$ cat src/rtl/cache_types_pkg.sv
`default_nettype none
// ============================================================================
//  Module      : cache_types_pkg
//  Description : Shared line/beat geometry, types and the adaptor state
//                encoding for the cache-to-burst-memory adaptor.
//  Revision    : 1.0 - initial release
// ============================================================================
package cache_types_pkg;

    localparam int LINE_WIDTH  = 256;
    localparam int BURST_WIDTH = 64;
    localparam int BEATS       = LINE_WIDTH / BURST_WIDTH;

    typedef logic [LINE_WIDTH-1:0]  line_t;
    typedef logic [BURST_WIDTH-1:0] beat_t;

    typedef enum logic [1:0] {
        ST_IDLE        = 2'd0,
        ST_READ_BURST  = 2'd1,
        ST_WRITE_BURST = 2'd2,
        ST_DONE        = 2'd3
    } adaptor_state_t;

endpackage : cache_types_pkg
`default_nettype wire

$ cat src/rtl/cacheline_adaptor.sv
`default_nettype none
// ============================================================================
//  Module      : cacheline_adaptor
//  Description : Accepts one full cache-line read or write and carries it out
//                as a fixed-length burst of narrow beats on the memory side,
//                answering the cache with a single-cycle pmem_resp.
//  Revision    : 1.0 - initial release
// ============================================================================
module cacheline_adaptor #(
    parameter int LINE_WIDTH  = cache_types_pkg::LINE_WIDTH,
    parameter int BURST_WIDTH = cache_types_pkg::BURST_WIDTH,
    parameter int ADDR_WIDTH  = 32
) (
    input  logic                   clk,
    input  logic                   rst,

    input  logic [ADDR_WIDTH-1:0]  pmem_address,
    input  logic                   pmem_read,
    input  logic                   pmem_write,
    input  logic [LINE_WIDTH-1:0]  pmem_wdata,
    output logic [LINE_WIDTH-1:0]  pmem_rdata,
    output logic                   pmem_resp,

    output logic [ADDR_WIDTH-1:0]  bmem_address,
    output logic                   bmem_read,
    output logic                   bmem_write,
    output logic [BURST_WIDTH-1:0] bmem_wdata,
    input  logic [BURST_WIDTH-1:0] bmem_rdata,
    input  logic                   bmem_resp
);

    import cache_types_pkg::*;

    localparam int c_beats    = LINE_WIDTH / BURST_WIDTH;
    localparam int c_cnt_w    = (c_beats > 1) ? $clog2(c_beats) : 1;
    localparam int c_off_bits = $clog2(LINE_WIDTH / 8);

    // Clears the byte-within-line offset so every burst starts on a line boundary.
    localparam logic [ADDR_WIDTH-1:0] c_align_mask =
        ~ADDR_WIDTH'((64'd1 << c_off_bits) - 64'd1);
    localparam logic [c_cnt_w-1:0] c_last_beat = c_cnt_w'(c_beats - 1);

    // Line buffer viewed as an array of beats, slot i = line bits [i*BURST_WIDTH +: BURST_WIDTH].
    typedef logic [c_beats-1:0][BURST_WIDTH-1:0] beats_t;

    adaptor_state_t          state_q, state_d;
    logic [c_cnt_w-1:0]      cnt_q, cnt_d;
    beats_t                  buf_q, buf_d;
    logic [LINE_WIDTH-1:0]   rdata_q, rdata_d;
    logic [ADDR_WIDTH-1:0]   addr_q, addr_d;

    // State register, beat counter, line buffer, latched address and read-line holding register.
    always_ff @(posedge clk) begin
        if (rst) begin
            state_q <= ST_IDLE;
            cnt_q   <= '0;
            buf_q   <= '0;
            rdata_q <= '0;
            addr_q  <= '0;
        end else begin
            state_q <= state_d;
            cnt_q   <= cnt_d;
            buf_q   <= buf_d;
            rdata_q <= rdata_d;
            addr_q  <= addr_d;
        end
    end

    // Next-state logic: request acceptance, beat sequencing and completion.
    always_comb begin
        state_d = state_q;
        cnt_d   = cnt_q;
        buf_d   = buf_q;
        rdata_d = rdata_q;
        addr_d  = addr_q;

        case (state_q)
            ST_IDLE: begin
                // Write wins when both requests are raised together.
                if (pmem_write) begin
                    buf_d   = pmem_wdata;
                    addr_d  = pmem_address & c_align_mask;
                    cnt_d   = '0;
                    state_d = ST_WRITE_BURST;
                end else if (pmem_read) begin
                    addr_d  = pmem_address & c_align_mask;
                    cnt_d   = '0;
                    state_d = ST_READ_BURST;
                end
            end

            ST_READ_BURST: begin
                if (bmem_resp) begin
                    buf_d[cnt_q] = bmem_rdata;
                    if (cnt_q == c_last_beat) begin
                        // The completed line is published here so it is visible
                        // during the DONE cycle and survives later write bursts.
                        rdata_d = buf_d;
                        cnt_d   = '0;
                        state_d = ST_DONE;
                    end else begin
                        cnt_d = cnt_q + 1'b1;
                    end
                end
            end

            ST_WRITE_BURST: begin
                if (bmem_resp) begin
                    if (cnt_q == c_last_beat) begin
                        cnt_d   = '0;
                        state_d = ST_DONE;
                    end else begin
                        cnt_d = cnt_q + 1'b1;
                    end
                end
            end

            ST_DONE: begin
                state_d = ST_IDLE;
            end

            default: begin
                state_d = ST_IDLE;
            end
        endcase
    end

    // All outputs are decoded from registers, so none depend combinationally on inputs.
    assign pmem_resp    = (state_q == ST_DONE);
    assign pmem_rdata   = rdata_q;
    assign bmem_read    = (state_q == ST_READ_BURST);
    assign bmem_write   = (state_q == ST_WRITE_BURST);
    assign bmem_address = addr_q;
    assign bmem_wdata   = buf_q[cnt_q];

endmodule : cacheline_adaptor
`default_nettype wire

$ cat config.mk
export PLATFORM = sky130hd
export DESIGN_NAME = cacheline_adaptor
export DESIGN_NICKNAME = d
export VERILOG_FILES = /design/src/rtl/cache_types_pkg.sv /design/src/rtl/cacheline_adaptor.sv
export SDC_FILE = /design/constraint.sdc
export NUM_CORES = 1
export LEC_CHECK = 0
export ABC_AREA = 1
export CAP_MARGIN = 10
export CORE_UTILIZATION = 35
export DETAILED_ROUTE_END_ITERATION = 10
export SYNTH_ARGS = -nofsm -noshare
export SYNTH_HDL_FRONTEND = slang
export SYNTH_SLANG_ARGS = --single-unit
$ cat constraint.sdc
create_clock -name clk -period 3.41 [get_ports clk]
set_input_delay 0.682 -clock clk [delete_from_list [all_inputs] [get_ports clk]]
set_output_delay 0.682 -clock clk [all_outputs]
set_load 0.02 [all_outputs]
# [Word level (Yosys, flattened, before mapping)]
# Index checks and enable logic that the tools add are counted.
[totals] out_inout_bits=355 reg_bits=548 word_cells=51
[classes] magnitude_cmp=2 eq_ne=9 reduce_logical=11 n_addsub=1 n_mux=20
[op_table] op="256-bit two-way mux" n=2
[op_table] op="256-bit one-hot mux with 2 select lines" n=1
[op_table] op="256-bit bitwise mux" n=1
[op_table] op="64-bit binary-select mux with 2-bit select" n=1
[op_table] op="64-bit demux with 2-bit select" n=1
[op_table] op="64-bit two-way mux" n=2
[op_table] op="32-bit two-way mux" n=2
[op_table] op="2-bit two-way mux" n=8
[op_table] op="3-bit AND reduction" n=4
[op_table] op="2-bit equality test (second input constant)" n=3
[op_table] op="2-bit by 1-bit != test with 1-bit output (second input constant)" n=3
[op_table] op="2-bit one-hot mux with 3 select lines" n=1
[op_table] op="2-bit nonzero test" n=3
[op_table] op="2-bit one-hot mux with 2 select lines" n=1
[op_table] op="2-bit by 3-bit less-than comparator with 1-bit output (second input constant)" n=1
[op_table] op="3-bit != test (second input constant)" n=1
[op_table] op="2-bit by 1-bit adder with 2-bit output (second input constant)" n=1
[op_table] op="2-bit by 1-bit equality test with 1-bit output (second input constant)" n=1
[op_table] op="2-bit by 1-bit greater-or-equal comparator with 1-bit output (second input constant)" n=1
[op_table] op="2-bit zero test" n=1
[op_table] op="2-bit != test (second input constant)" n=1
[op_table] op="2-bit AND reduction" n=1
[op_table] op="2-bit OR reduction" n=1
[op_table] op="1-bit logical AND" n=1

# [Longest topological paths before layout]
# Gate-level depths: netlist of the first run.
[depth] word_depth=7 mapped_depth=11

# [Worst setup path after synthesis of the first run]
# Ideal clock, no wire load.
[synth_timing] path_kind="register to output" from="register cnt_q[0]" to="output bmem_wdata[44]" slack_ns=1.363 path_buffers=2 arrival_time_ns=1.365 path_stages_with_launch=5 required_ns=2.728 cell_sequence="dfxtp_1 -> clkbuf_1 -> clkbuf_1 -> nor2_1 -> o22ai_1"
[synth_via] elab_chain_len=2
[synth_rtl] element="start: declaration" line="cacheline_adaptor.sv:47" rtl="logic [c_cnt_w-1:0] cnt_q, cnt_d;"
[synth_rtl] element="start signal: assignment" line="cacheline_adaptor.sv:62" rtl="cnt_q <= cnt_d;"
[synth_rtl] element="64-bit binary-select mux with 2-bit select" line="cacheline_adaptor.sv:134" rtl="assign bmem_wdata = buf_q[cnt_q];"
[synth_rtl] element="64-bit two-way mux (implied by the code)" line="cacheline_adaptor.sv:134"
[synth_rtl] element="end: declaration" line="cacheline_adaptor.sv:27" rtl="output logic [BURST_WIDTH-1:0] bmem_wdata,"
# Every way passes these cells. The select of a mux whose other input is x is not followed.

# [Worst setup path in the final report of the first run]
[layout_timing] from="register cnt_q[0]" to="output bmem_wdata[50]"
# Same word-level chain as after synthesis.

==> results of run 1 <==
-- metrics by stage --
stage	setup WS (ps)	utilization, %
after floorplan	1360	-
after global placement	411	44.9
after detailed placement	364	44.9
after CTS	7.29	47.7
after global routing	12.1	47.8
final	95.9	47.8
-- what timing repair did --
action,4_1_cts,5_1_grt
buffers inserted,0,3
hold buffers,0,0
hold endpoints to repair,0,0
setup endpoints to repair,44,6
resized for setup,5,4
gates cloned,1,0
-- layout make-up --
| cell class | instances | area, µm² |
|---|---|---|
| diodes | 10 | 25.0 |
| clock buffers | 105 | 2040 |
| clock inverters | 18 | 289 |
| fillers | 8837 | 43900 |
| inverters | 337 | 1300 |
| multi-input cells | 3785 | 16100 |
| flip-flops and latches | 543 | 10900 |
| well taps | 1134 | 1420 |
| repair buffers | 783 | 8100 |
-- cells in the final DEF, fill, tap and decap left out, drive strengths merged --
cell	synthesis	layout
dlygate4sd2	0	1
dfxtp	543	543
or2	256	256
clkdlybuf4s50	0	697
ha	11	11
conb	1	5
a21oi	256	256
clkbuf	165	105
nand3	260	260
nand2	1812	1812
o21ai	156	156
buf	195	83
dlymetal6s2s	0	2
diode	0	10
inv	337	337
nor2	965	965
bufinv	0	5
clkinv	0	13
o22ai	64	64
-- layer usage --
metal | part of all wire [%] | global-route usage, % | up-vias
met2 | 45 | 45.2 | 1289
met3 | 7.3 | 4.40 | 246
met1 | 43 | 38.1 | 15303
li1 | - | - | 16338
met4 | 4.1 | 11.8 | 10
met5 | 0.052 | 0 | -
-- power by group through the flow --
| stage | combinational, µW | sequential [µW] | clock [µW] |
|---|---|---|---|
| floorplan | 9050 | 8330 | 0 |
| global placement | 14200 | 8370 | 0 |
| detailed placement | 14300 | 8380 | 0 |
| CTS | 14400 | 8270 | 7770 |
| global route | 16100 | 8410 | 8010 |
| finish | 14500 | 8260 | 7650 |
-- registers in the layout (all words and copies together), names as in the netlist --
register / flops
buf_q: 256
bmem_address: 27
state_q: 2
cnt_q: 2
pmem_rdata: 256
-- cell families after synthesis --
| family | share of synthesized area [%] |
|---|---|
| AND/OR/NAND/NOR | 44.8 |
| buffers and inverters | 9.89 |
| flip-flops | 36.5 |
| AO/OA/AOI/OAI | 8.27 |
| adder cells (fa/ha/maj) | 0.462 |
| other | 0.0126 |
-- worst max-delay path by stage --
stage | start | endpoint | slack, ps | cells after the start
CTS | cnt_q[0] | bmem_wdata[24] | 7 | 5
floorplan | cnt_q[0] | bmem_wdata[44] | 1360 | 4
detailed placement | cnt_q[0] | pmem_rdata[121] | 360 | 8
global route | cnt_q[0] | bmem_wdata[23] | 10 | 5
finish | cnt_q[0] | bmem_wdata[50] | 100 | 4
global placement | cnt_q[0] | pmem_rdata[119] | 410 | 8
==> impl_results.md, run 1 <==
- Post-route cell area: 40100 µm²
- Post-Synthesis Cell Area: just under 30000 µm²
- GRT Overall Usage: 28.4%
- Count of pins on the block boundary: 712
- RSZ-0062 raised after global routing: false
- Data required, critical path: about 2700 ps
- Maximum number of pins on one net before global-route repair: 104
- Cell taking the most area after synthesis: dfxtp_1
- Number of antenna-violating nets in the routed design: 0
- Worst min-delay path endpoint: pmem_rdata[70]
- Kind of cell with the highest combined delay on the critical path: buffers and inverters
- Fraction of final layout cells with drive strength greater than 1: 4.65%
- Clock power frac: 25.1%
- Synthesized flop and latch total: 543
- Combinational share of power: 47.7%
- Weighted congestion at the end of routability-driven global placement: approximately 0.88
- Final setup viols: 0
- Number of detailed-routing iterations run before antenna repair: 7
- Area share of the leading cell type in the synthesized netlist: 36.5%
- Antenna violations before repair: 15
- Crit path cell chain: buf_16 -> o21ai_0 -> o22ai_1 -> clkdlybuf4s50_1
- Total power per unit cell area: 759 nW/µm²
- Drt total wl: 126 mm
- Average cell area after synthesis: 5.93 µm²
- Die area: between 80000 and 90000 µm²
- Minimum clock period: ~3300 ps
- Final cell count without fillers: 6715
- Floorplan row count: between 100 and 150
- Die H: 294 µm
- Core footprint: 84000 µm²
- Number of maximum-capacitance violations: 0
- Share of flip-flops with an asynchronous set or reset after synthesis: 0%
- DRC violation total after the first TritonRoute iteration: 2616
- Most used DFF post-synth: dfxtp_1
- Final period util: 97.2%
- Final count of hold timing violations: 0
- Half-perimeter wire length of the detailed placement result: 80.4 mm
- Yosys warns: 0
- Tot Pwr: 30400 µW
- Wire per inst: 18.8 µm
- Most area-consuming cells after synthesis: dfxtp_1 37%, nand2_1 23%, nor2_1 12%
- Layout overhead on the synthesized area: 34.7%
- Grt ovf: 0
- Outcome: finished, final reports clean
- Critical Path Source Type: register
- Setup slack of the most critical reg-to-reg path: about 430 ps
- Leading cell types by count after synthesis: 1810 x nand2_1, 964 x nor2_1, 543 x dfxtp_1
- Via count of the first global-routing pass: between 30000 and 40000
- Seq pwr share: 27.1%
- DIE WIDTH: 294 µm
- Vias after detailed routing: 33186
- Maximum resistive drop on vdd: 0.000505 V
- CP Capture Type: output port
- Capture instance of the worst register-to-register path: pmem_rdata[90]
- Number of nets in the finished design: ~5900
- Wire length of the first global-routing pass: 189 mm
- Setup total negative slack: 0 ps
- Clock Latency Late Sink: ~620 ps
- Worst Setup Path Type: reg -> out
- Cell total after placement: ~6600
- DR vias/cell: 4.94
- Class of the tightest hold or removal check: in -> reg
- Critical R2R Launch: cnt_q[0]
- Maximum buffer depth of the clock tree: 3
- Slew at the pin closest to its max-slew limit: between 1000 and 1500 ps
- Worst max-slew margin expressed relative to the limit: between 30% and 40%
- Number of instances in the synthesized netlist: 5021
- Number of buffers and inverters on the critical path: 2
- Maximum clock frequency: a little over 300 MHz
- Cell with the biggest individual delay on the critical path: clkdlybuf4s50_1
- Fraction of power spent switching nets: about 44%
- Initial core utilization: 35.5%
- DRC violation count after routing: 0
- Number of levels the H-tree was split into: 3
- Clock Pin Slew Worst Setup and Hold Paths: about 60 ps
- Critical Path Max Stage Delay: 670 ps
- Number of cells on the worst reg-to-reg path: 8
- CTS tree: yes
- Leakage power figure: 0.0183 µW
- Cell with the most instances after synthesis: nand2_1
- Worst hold-check slack: 438 ps
- Fraction of the yosys area taken by sequential cells: 36.5%
- Design internal power: 17000 µW
- Number of enable flip-flop cells after synthesis: 0
- Net switching component of the power: 13500 µW
- Arrival time at the worst endpoint: 2630 ps
- Worst clock skew: 31.0 ps
- Count of port buffers added during placement: 701
- Clock tree root driver cell: clkbuf_16
- Number of distinct library cells after synthesis: 23
- Final-report max-slew violation count: 0
- Worst hold start: rst
- Clock sink total: about 540
- Hold depth: 2
- Cell area after placement: 37700 µm²
- Total CTS buffers: 68
- Crit path max fanout: 67
No activity file was read; power rests on OpenSTA's default activity.
==> inputs of run 2 (changes only) <==
--- a/config.mk
+++ b/config.mk
@@ -6,9 +6,10 @@
 export NUM_CORES = 1
 export LEC_CHECK = 0
 export ABC_AREA = 1
-export CAP_MARGIN = 10
+export CAP_MARGIN = 20
 export CORE_UTILIZATION = 35
 export DETAILED_ROUTE_END_ITERATION = 10
+export GPL_ROUTABILITY_DRIVEN = 0
 export SYNTH_ARGS = -nofsm -noshare
 export SYNTH_HDL_FRONTEND = slang
 export SYNTH_SLANG_ARGS = --single-unit
==> results of run 2 <==
Same layout as run 1: the final DEF is identical, and so are final timing and power.
